### src/rtl/f_fetch_ctrl_pkg.sv
// Shared constants for the F-stage fetch sequencer: FSM encodings and default fetch window.
package f_fetch_ctrl_pkg;

   localparam logic [1:0] FETCH = 2'd0;
   localparam logic [1:0] HOLD  = 2'd1;
   localparam logic [1:0] DRAIN = 2'd2;

   localparam logic [31:0] RESET_PC_DEF = 32'h0000_3000;
   localparam logic [31:0] PC_LO_DEF    = 32'h0000_3000;
   localparam logic [31:0] PC_HI_DEF    = 32'h0000_6FFC;

endpackage

### src/rtl/f_fetch_ctrl_addr_chk.sv
// Combinational word-address check: flags misaligned or out-of-window addresses.
module f_pc_addr_chk (
   input  logic [31:0] addr_i,
   input  logic [31:0] lo_i,
   input  logic [31:0] hi_i,
   output logic        fault_o
);

   always_comb begin
      fault_o = (addr_i[1:0] != 2'b00) || (addr_i < lo_i) || (addr_i > hi_i);
   end

endmodule

### src/rtl/f_fetch_ctrl.sv
// F-stage fetch sequencer: owns F_PC, runs the imem req/ack handshake, holds the word for decode.
// Optional performance counters are enabled with `define F_FETCH_PERF_EN.
module f_fetch_ctrl
   import f_fetch_ctrl_pkg::*;
#(
   parameter logic [31:0] RESET_PC = RESET_PC_DEF,
   parameter logic [31:0] PC_LO    = PC_LO_DEF,
   parameter logic [31:0] PC_HI    = PC_HI_DEF
) (
   input  logic        clk,
   input  logic        reset,
   input  logic [31:0] F_newPC,
   input  logic        D_stall,
   input  logic        flush,
   input  logic [31:0] flush_pc,
   output logic        im_req,
   output logic [31:0] im_addr,
   input  logic        im_ack,
   input  logic [31:0] im_rdata,
   output logic [31:0] F_PC,
   output logic [31:0] F_Instr,
   output logic        F_valid,
   output logic        F_excAdEL
`ifdef F_FETCH_PERF_EN
   ,
   output logic [31:0] perf_fetch_cnt,
   output logic [31:0] perf_stall_cnt
`endif
);

   logic [1:0]  state_q, state_d;
   logic [31:0] pc_q, pc_d;
   logic [31:0] instr_q, instr_d;
   logic        valid_q, valid_d;
   logic        exc_q, exc_d;
   logic        pend_q, pend_d;
   logic [31:0] pend_pc_q, pend_pc_d;
   logic        fault_w;
   logic        consume_w;

   f_pc_addr_chk u_pc_chk (
      .addr_i  (pc_q),
      .lo_i    (PC_LO),
      .hi_i    (PC_HI),
      .fault_o (fault_w)
   );

   // A faulting PC never reaches memory; DRAIN keeps the abandoned request alive until its ack.
   always_comb begin
      im_req  = !reset && (((state_q == FETCH) && !fault_w) || pend_q);
      im_addr = pc_q;
   end

   always_comb begin
      consume_w = (state_q == HOLD) && valid_q && !D_stall;
   end

   always_comb begin
      state_d   = state_q;
      pc_d      = pc_q;
      instr_d   = instr_q;
      valid_d   = valid_q;
      exc_d     = exc_q;
      pend_d    = pend_q;
      pend_pc_d = pend_pc_q;
      case (state_q)
         FETCH: begin
            if (flush) begin
               if (im_req && !im_ack) begin
                  pend_d    = 1'b1;
                  pend_pc_d = flush_pc;
                  state_d   = DRAIN;
               end else begin
                  pc_d = flush_pc;
               end
            end else if (fault_w) begin
               instr_d = '0;
               exc_d   = 1'b1;
               valid_d = 1'b1;
               state_d = HOLD;
            end else if (im_ack) begin
               instr_d = im_rdata;
               valid_d = 1'b1;
               state_d = HOLD;
            end
         end
         HOLD: begin
            if (flush) begin
               pc_d    = flush_pc;
               valid_d = 1'b0;
               exc_d   = 1'b0;
               state_d = FETCH;
            end else if (consume_w) begin
               pc_d    = F_newPC;
               valid_d = 1'b0;
               exc_d   = 1'b0;
               state_d = FETCH;
            end
         end
         DRAIN: begin
            // The most recent flush target wins, including one arriving with the ack.
            if (im_ack) begin
               pc_d    = flush ? flush_pc : pend_pc_q;
               pend_d  = 1'b0;
               state_d = FETCH;
            end else if (flush) begin
               pend_pc_d = flush_pc;
            end
         end
         default: begin
            state_d = FETCH;
            valid_d = 1'b0;
            pend_d  = 1'b0;
         end
      endcase
   end

   always_ff @(posedge clk) begin
      if (reset) begin
         state_q   <= FETCH;
         pc_q      <= RESET_PC;
         instr_q   <= '0;
         valid_q   <= 1'b0;
         exc_q     <= 1'b0;
         pend_q    <= 1'b0;
         pend_pc_q <= '0;
      end else begin
         state_q   <= state_d;
         pc_q      <= pc_d;
         instr_q   <= instr_d;
         valid_q   <= valid_d;
         exc_q     <= exc_d;
         pend_q    <= pend_d;
         pend_pc_q <= pend_pc_d;
      end
   end

   always_comb begin
      F_PC      = pc_q;
      F_Instr   = instr_q;
      F_valid   = valid_q;
      F_excAdEL = exc_q;
   end

`ifdef F_FETCH_PERF_EN
   logic [31:0] fetch_cnt_q;
   logic [31:0] stall_cnt_q;

   always_ff @(posedge clk) begin
      if (reset) begin
         fetch_cnt_q <= '0;
         stall_cnt_q <= '0;
      end else begin
         if ((state_q == FETCH) && im_req && im_ack && !flush) begin
            fetch_cnt_q <= fetch_cnt_q + 32'd1;
         end
         if (valid_q && D_stall) begin
            stall_cnt_q <= stall_cnt_q + 32'd1;
         end
      end
   end

   always_comb begin
      perf_fetch_cnt = fetch_cnt_q;
      perf_stall_cnt = stall_cnt_q;
   end
`endif

endmodule
### config.mk
export PLATFORM = sky130hd
export DESIGN_NAME = f_fetch_ctrl
export DESIGN_NICKNAME = d
export VERILOG_FILES = /design/src/rtl/f_fetch_ctrl_pkg.sv /design/src/rtl/f_fetch_ctrl_addr_chk.sv /design/src/rtl/f_fetch_ctrl.sv
export SDC_FILE = /design/constraint.sdc
export NUM_CORES = 1
export LEC_CHECK = 0
export ABC_AREA = 0
export CAP_MARGIN = 0
export CORE_MARGIN = 5
export CORE_UTILIZATION = 46
export DETAILED_ROUTE_END_ITERATION = 7
export PLACE_DENSITY = 0.86
export SLEW_MARGIN = 5
export SYNTH_ARGS = -nofsm -noshare
export SYNTH_HDL_FRONTEND = slang
export SYNTH_SLANG_ARGS = --single-unit
### constraint.sdc
create_clock -name clk -period 2.9 [get_ports clk]
set_input_delay 0.58 -clock clk [delete_from_list [all_inputs] [get_ports clk]]
set_output_delay 0.58 -clock clk [all_outputs]
set_load 0.01 [all_outputs]
# ---- After elaboration in Yosys (flattened, before gate mapping)
# Index checks and enable logic that the tools add are counted.
dict set report classes {
  add_sub_neg 0
  n_mul 0
  div_mod_pow 0
  n_lt_le_gt_ge 2
  eq_ne 13
  shift 0
  n_mux 34
  bitwise 3
  reduce_logical 25
}
# cell count
set ops {}
lappend ops {{$mux 32} 11}
lappend ops {{$pmux 32 s3} 1}
lappend ops {{$pmux 32 s2} 1}
lappend ops {{$gt 32x15->1 const B} 1}
lappend ops {{$lt 32x14->1 const B} 1}
lappend ops {{$reduce_and 4->1} 5}
lappend ops {{$mux 2} 7}
lappend ops {{$ne 2x2->1 const B} 6}
lappend ops {{$mux 1} 10}
lappend ops {{$reduce_bool 2->1} 4}
lappend ops {{$ne 3x3->1 const B} 2}
lappend ops {{$pmux 1 s3} 2}
lappend ops {{$pmux 2 s3} 1}
lappend ops {{$logic_and 1x1->1} 5}
lappend ops {{$reduce_and 5->1} 1}
lappend ops {{$logic_not 1->1} 4}
lappend ops {{$ne 4x4->1 const B} 1}
lappend ops {{$logic_or 1x1->1} 3}
lappend ops {{$ne 3x2->1 const B} 1}
lappend ops {{$not 1->1} 3}
lappend ops {{$reduce_and 3->1} 1}
lappend ops {{$reduce_bool 3->1} 1}
lappend ops {{$eq 2x1->1 const B} 1}
lappend ops {{$eq 2x2->1 const B} 1}
lappend ops {{other kinds (3)} 3}
dict set report totals {
  register_bits 101
  latch_bits 0
  ram_bits 0
  rom_bits 0
  input_bits 101
  output_inout_bits 99
  elab_cells 84
  mem_count 0
}

# ---- Logic depth before layout (Yosys ltp)
# Gate-level depths: netlist (run 1).
dict set report logic_depth {
  word_depth 11
  depth_mapped 10
  depth_no_buf 7
}

# ---- Cells and area by module
# A second synthesis (run 1) with hierarchy kept.
dict set report hier_totals {
  cells_unflattened 875
  hier_area_um2 6914.1
}
# module n_inst cells_each area_per_inst_um2 seq_area_each_um2
set by_module_without_submodules {}
lappend by_module_without_submodules {f_fetch_ctrl 1 649 5327.6 2021.9}
lappend by_module_without_submodules {f_pc_addr_chk 1 226 1586.5 0.0}

# ---- Worst setup path after synthesis (run 1)
# No wires, ideal clock.
dict set report synth_path {
  path_kind {flip-flop to output port}
  from {register pc_q[17] (netlist: F_PC[17])}
  to {output port im_req}
  arrival_ns 1.623
  required_time_ns 2.320
  path_slack_ns 0.697
  stages_incl_launch_ff 7
  n_path_buf 1
  cell_sequence {dfxtp_1 nor4_1 nand3_1 nor2_1 buf_2 a21oi_1 nor2_1}
}
dict set report synth_via {
  elab_chain_len 7
  word_cells_on_any_way 8
  cone_classes {order compare: 2; reduce/logical: 6}
}
# item line
set synth_rtl {}
lappend synth_rtl {{from (decl)} f_fetch_ctrl.sv:32} ;# logic [31:0] pc_q, pc_d;
lappend synth_rtl {{from (signal assigned)} f_fetch_ctrl.sv:129} ;# pc_q <= pc_d;
lappend synth_rtl {{$lt 32x14->1} f_fetch_ctrl_addr_chk.sv:10} ;# fault_o = (addr_i[1:0] != 2'b00) || (addr_i < lo_i) || (addr_i > hi_i);
lappend synth_rtl {{$logic_or 1x1->1} f_fetch_ctrl_addr_chk.sv:10}
lappend synth_rtl {{$logic_or 1x1->1 *} f_fetch_ctrl_addr_chk.sv:10}
lappend synth_rtl {{$logic_not 1->1 *} f_fetch_ctrl.sv:50} ;# im_req = !reset && (((state_q == FETCH) && !fault_w) || pend_q);
lappend synth_rtl {{$logic_and 1x1->1 *} f_fetch_ctrl.sv:50}
lappend synth_rtl {{$logic_or 1x1->1 *} f_fetch_ctrl.sv:50}
lappend synth_rtl {{$logic_and 1x1->1 *} f_fetch_ctrl.sv:50}
lappend synth_rtl {{to (decl)} f_fetch_ctrl.sv:16} ;# output logic im_req,
# Every way passes the cells marked *; elsewhere a longest branch is shown, timed or not.

# ---- Worst setup path in the final report (run 1)
dict set report layout_path {
  from {register pc_q[28] (netlist: F_PC[28])}
  to {output port im_req}
}
# Same word-level chain as after synthesis.

==> out/results.ini, run 1 <==
[finish]
fin_cells=954
area_growth_syn_to_layout_pct=40.5
nets=907
post-route-util_pct=65.7
num_antenna_cells=0
drive_above_1_share_pct=10.0
fill_cells=942

[timing]
max_freq_mhz=352
slew_headroom_pct=17.1
timing.final.crit_share_pct=97.9
finalClockSkew_ps=8.45
setup_tns_ps=0
min_period_ps=2840
setup_ws_ps=61.0
rsz0062_at_grt=false
tightestPinTransition_ps=1240
hold_ws_ps=454
final_max_slew_viol_count=0
setup_viol=0
finalHoldViolations=0

[setup_path]
critPathMaxFanout=4
cp-end-kind=output pin
rr_startpoint=F_PC[28]
startpoint_type=flip-flop
critPathRequiredTime_ps=2320
worst_r2r_path_depth=6
crit_chain=nor4_2, o211ai_2, nor2_2, a21oi_1, nor2_1, clkdlybuf4s50_1
ff2ff_setup_slack_ps=240
worstSetupPathType=flip-flop to output pin
slowest_stage=clkdlybuf4s50_1
cp.arrival_ps=2260
cpPeakStageDelay_ps=550
cp_top_family=simple AND/OR/NAND/NOR gates
path_buf_inv=1
worst_r2r_endpoint=state_q[0]

[place]
routabilityCongestion=0.800
port_buffers=199
placed_cells=936
dp_worst_setup_slack_ps=157
hpwlAfterDp_mm=12.5

[drt]
vias=5658
ant_nets=0
viasPerCell=5.93
drt_wl_total_mm=18.0
firstDrtPassIters=7
drtIter0Drc=452
wl_per_cell_um=18.9
drc=0

[die]
std_cell_rows=40
die_h_um=121
fp.coreArea_um2=12000
initial_core_util_pct=46.8
pin_count=200
die_w_um=121
die_area_um2=14500

[worst_hold_path]
hold_path.class=flip-flop to flip-flop
worstHoldEndpoint=F_Instr[29]
holdCritStartpoint=F_Instr[29]
hold_path_depth=2

[grt]
grt_pass1_vias=5863
global_route.overflow_total=0
grt_util_met1_pct=29.5
grt_util_all_layers_pct=24.3
met2_usage_pct=40.3
grt_util_met3_pct=4.12
busiest_layer=met2
grt_pass1_wl_mm=28.8
grt_max_degree=102
antenna_found_initial=0

[synthesis]
synth_edf_count=0
postSynthAreaPerCell_um2=8.42
synth_cell_types=44
synth_warnings=0
synth_nets=772
ys_seq_area_share_pct=36.0
synth_cells=667
ys_seq_elements=101
postSynth.asyncResetShare_pct=0
synthFlopType=dfxtp_1
netlist_area_um2=5620

[clock_network]
htreeDepth=3
root_buffer=clkbuf_16
clkSinkCount=101
cts.clk_slew.worst_paths_ps=60
clk_latency_ps=350
cts_buffer_depth=2
cts_buffers=9
cts_tree=built

[power_and_ir_drop]
power_density_nw_per_um2=514
vdd_drop_max_mv=0.348
leakage_nw=2.58

[job]
maxCapViolCount=0

[status]
outcome=finished, final reports clean

logic make-up after synthesis:
family / after synthesis / share of synthesized area [%]
flip-flops: 101 / 36.0
adder cells (fa/ha/maj): 4 / 0.891
multiplexers: 32 / 5.70
AO/OA/AOI/OAI: 242 / 28.0
AND/OR/NAND/NOR: 186 / 19.1
buffers and inverters: 102 / 10.2
repair_timing:
item / CTS / global route
resized for setup: 0 / 3
setup buffers: 2 / 0
endpoints found under the setup margin: 1 / 2
gates cloned: 0 / 0
hold buffers: 0 / 0
pin swaps: 1 / 0
registers in the layout, indices dropped and copies added, names as in the netlist:
signal     cells
F_valid        1
state_q        2
pend_q         1
F_PC          32
pend_pc_q     32
F_excAdEL      1
F_Instr       32
through the flow:
| step | cell area (µm²) | total power, mW |
|---|---|---|
| 2_1_floorplan | 5620 | 2.07 |
| 3_3_place_gp | 7460 | 2.47 |
| 3_5_place_dp | 7460 | 2.49 |
| 4_1_cts | 7870 | 4.05 |
| 5_1_grt | 7890 | 4.20 |
| 6_report | 7890 | 4.05 |
routing by layer:
layer	vias up	wire length, µm
met3	53	1180
li1	2651	-
met2	284	8950
met5	-	0
met1	2670	7110
met4	0	793
power by group:
group / switching [mW] / internal [mW]
Combinational: 0.469 / 0.499
Clock: 0.523 / 1.04
Sequential: 0.0723 / 1.45
Total: 1.06 / 2.99
cell usage after synthesis (all sizes together), types with 2 or more instances:
| cell | count | share of area (%) |
|---|---|---|
| a21oi | 150 | 14 |
| nor2b | 2 | 0.22 |
| a22o | 2 | 0.31 |
| or2 | 2 | 0.22 |
| nor3 | 5 | 0.45 |
| a21boi | 2 | 0.27 |
| nand4 | 33 | 3.7 |
| a211oi | 34 | 7.0 |
| nor2 | 7 | 0.47 |
| a31oi | 4 | 0.45 |
| clkbuf | 43 | 2.9 |
| buf | 51 | 6.8 |
| o22a | 2 | 0.31 |
| nand3 | 2 | 0.18 |
| ha | 4 | 0.89 |
| and2 | 29 | 3.2 |
| dfxtp | 101 | 36 |
| o22ai | 29 | 3.2 |
| mux2i | 32 | 5.7 |
| a222oi | 2 | 0.36 |
| nand2b | 66 | 7.3 |
| inv | 8 | 0.53 |
| nand2 | 33 | 2.2 |
| a22oi | 4 | 0.53 |
| o31ai | 2 | 0.45 |
| nor4 | 5 | 0.78 |
| o21ai | 5 | 0.45 |
worst reg2reg max path, delay by kind of cell (launching register included):
kind            cells  cell delay, ps
flops               1             350
compound gates      3            1420
simple gates        2             590
buf+inv             1             200
worst max-delay path by stage:
stage | slack (ps) | endpoint | cells past startpoint | from
after floorplan | 700 | im_req | 6 | F_PC[17]
after global placement | 210 | state_q[0] | 4 | im_ack
after detailed placement | 160 | state_q[0] | 4 | im_ack
after CTS | 60 | im_req | 6 | F_PC[17]
after global routing | 20 | im_req | 6 | F_PC[28]
final | 60 | im_req | 6 | F_PC[28]
cell type report:
cell class / instances / area [µm²] / share of cell area, %
multi-input cells: 464 / 3080 / 39.0
repair buffers: 218 / 2180 / 27.6
flip-flops and latches: 101 / 2020 / 25.6
clock buffers: 10 / 239 / 3.03
well taps: 147 / 184 / 2.33
clock inverters: 6 / 158 / 2.00
inverters: 8 / 30.0 / 0.380
cells in the final DEF, fill, tap and decap left out, drive strengths merged, types with 5 or more instances in the layout:
| cell type | instances |
|---|---|
| nor3 | 5 |
| clkbuf | 10 |
| dfxtp | 101 |
| bufinv | 5 |
| a21oi | 150 |
| nand2b | 66 |
| inv | 8 |
| a211oi | 34 |
| nor2 | 7 |
| o22ai | 29 |
| nand2 | 33 |
| clkdlybuf4s50 | 198 |
| nor4 | 5 |
| buf | 20 |
| and2 | 29 |
| nand4 | 33 |
| o21ai | 5 |
| mux2i | 32 |
No activity file was read; power rests on OpenSTA's default activity.
==> run 2, diff against run 1 <==
- CAP_MARGIN: 0 -> default
- CORE_MARGIN: 5 -> 8
==> run 2 against run 1 <==
Against the previous run:
- maximum frequency grew 1.2%
- global-route usage fell by 2.0 points
- sequential cell count did not move
- largest power group is now sequential cells
==> out/results.ini, run 2 (synthesized netlist as in run 1, its figures left out) <==
[status]
outcome=finished, final reports clean

[setup_path]
cp.arrival_ps=2220
crit_chain=nor4_2, o211ai_2, nor2_2, a21oi_1, nor2_1, clkdlybuf4s50_1
cp_top_family=simple AND/OR/NAND/NOR gates
startpoint_type=flip-flop
critPathMaxFanout=4
slowest_stage=clkdlybuf4s50_1
worstSetupPathType=flip-flop to output pin
cpPeakStageDelay_ps=580
critPathRequiredTime_ps=2320
cp-end-kind=output pin
path_buf_inv=1

[finish]
final_cell_mix=clkdlybuf4s50_1, a21oi_1, dfxtp_1
final_common_cell=clkdlybuf4s50_1
post-route-util_pct=64.9
fin_area_um2=7760
fill_cells=978
area_growth_syn_to_layout_pct=38.1
drive_above_1_share_pct=9.67
multi_input_area_um2=3060
seqCellArea_um2=2020
num_antenna_cells=0
nets=907

[timing]
setup_tns_ps=0
setup_viol=0
max_freq_mhz=357
finalHoldViolations=0
min_period_ps=2800
final_max_slew_viol_count=0
rsz0062_at_grt=false
hold_ws_ps=456
slew_headroom_pct=17.1
tightestPinTransition_ps=1240
timing.final.crit_share_pct=96.7
finalClockSkew_ps=9.80

[drt]
wl_met3_mm=1.22
wl_met1_mm=7.27
firstDrtPassIters=5
drt_wl_total_mm=18.4
wl_per_cell_um=19.2
dr.max_layer_used=met4
viasPerCell=5.97
drc=0
wl_met2_mm=9.25
ant_nets=0
vias=5698
drtIter0Drc=435

[clock_network]
root_buffer=clkbuf_16
cts_buffer_depth=2
cts.clk_slew.worst_paths_ps=70
cts_buffers=9
cts_hold_buffers=0
clk_latency_ps=340
cts_tree=built
htreeDepth=3
clkSinkCount=101

[power_and_ir_drop]
leakage_nw=2.53
power_density_nw_per_um2=474
vdd_drop_max_mv=0.238

[die]
initial_core_util_pct=47.0
die_area_um2=16000
die_w_um=127
die_h_um=127
pin_count=200
std_cell_rows=40
fp.coreArea_um2=12000

[grt]
grt_pass1_wl_mm=29.5
antenna_found_initial=0
global_route.overflow_total=0
grt_max_degree=108
grt_pass1_vias=5786
grt_util_all_layers_pct=22.3

[worst_hold_path]
hold_path.class=flip-flop to flip-flop

[place]
hpwlAfterDp_mm=13.0
placed_area_um2=7450
routabilityCongestion=0.859
port_buffers=199

[job]
maxCapViolCount=0

[run 2: cell count changes in the layout (fill, tap and decap cells not counted), sizes merged]
| cell | previous run | this run |
|---|---|---|
| bufinv | 5 | 1 |
| clkinv | 0 | 2 |
| clkbuf | 10 | 12 |
[run 2: layer usage]
metal,vias to the layer above,GRT usage [%]
met4,0,11.9
li1,2656,-
met5,-,0
met1,2750,25.1
met2,250,39.1
met3,42,4.48
[run 2: repair_timing]
item,4_1_cts,5_1_grt
buffers inserted,0,1
gates resized for setup,0,1
setup endpoints to repair,0,7
endpoints found under the hold margin,0,0
[run 2: worst reg2reg max path, cell delays in order (launching register included)]
cell	delay (ps)
dfxtp_1	360
nor4_2	430
o211ai_2	210
buf_4	200
o31ai_4	970
nor3_1	110
a31o_2	260
[run 2: metrics by stage]
| step | setup WS, ps | total power [mW] | instances |
|---|---|---|---|
| 6_report | 96.0 | 3.68 | 954 |
| 5_1_grt | 11.5 | 3.84 | 954 |
| 4_1_cts | 12.2 | 3.70 | 953 |
| 3_5_place_dp | 142 | 2.50 | 937 |
| 3_3_place_gp | 232 | 2.47 | 937 |
| 2_1_floorplan | 697 | 2.07 | 667 |
[run 2: worst paths after layout]
path	startpoint	end	slack, ps	cells past startpoint
hold reg to reg	F_Instr[9]	F_Instr[9]	460	2
setup reg to reg	F_PC[28]	state_q[0]	250	6
hold / removal	F_Instr[9]	F_Instr[9]	460	2
setup / recovery	F_PC[28]	im_req	100	6
[run 2: final cells by class]
cell class / count / share of cell area (%)
Inverter: 8 / 0.387
Multi-Input combinational cell: 464 / 39.5
Clock inverter: 4 / 0.613
Timing Repair Buffer: 218 / 27.9
Tap cell: 147 / 2.37
Clock buffer: 12 / 3.18
Sequential cell: 101 / 26.0
[run 2: where the power goes]
part	internal [mW]	total, mW	switching (mW)
registers	1.45	1.52	0.0732
logic	0.491	0.956	0.465
clock network	0.691	1.20	0.513
total	2.63	3.68	1.05
==> run 3, diff against run 2 <==
- ABC_AREA: 0 -> default
==> results of run 3 <==
No change in the layout: final DEF, timing and power equal those of run 2.
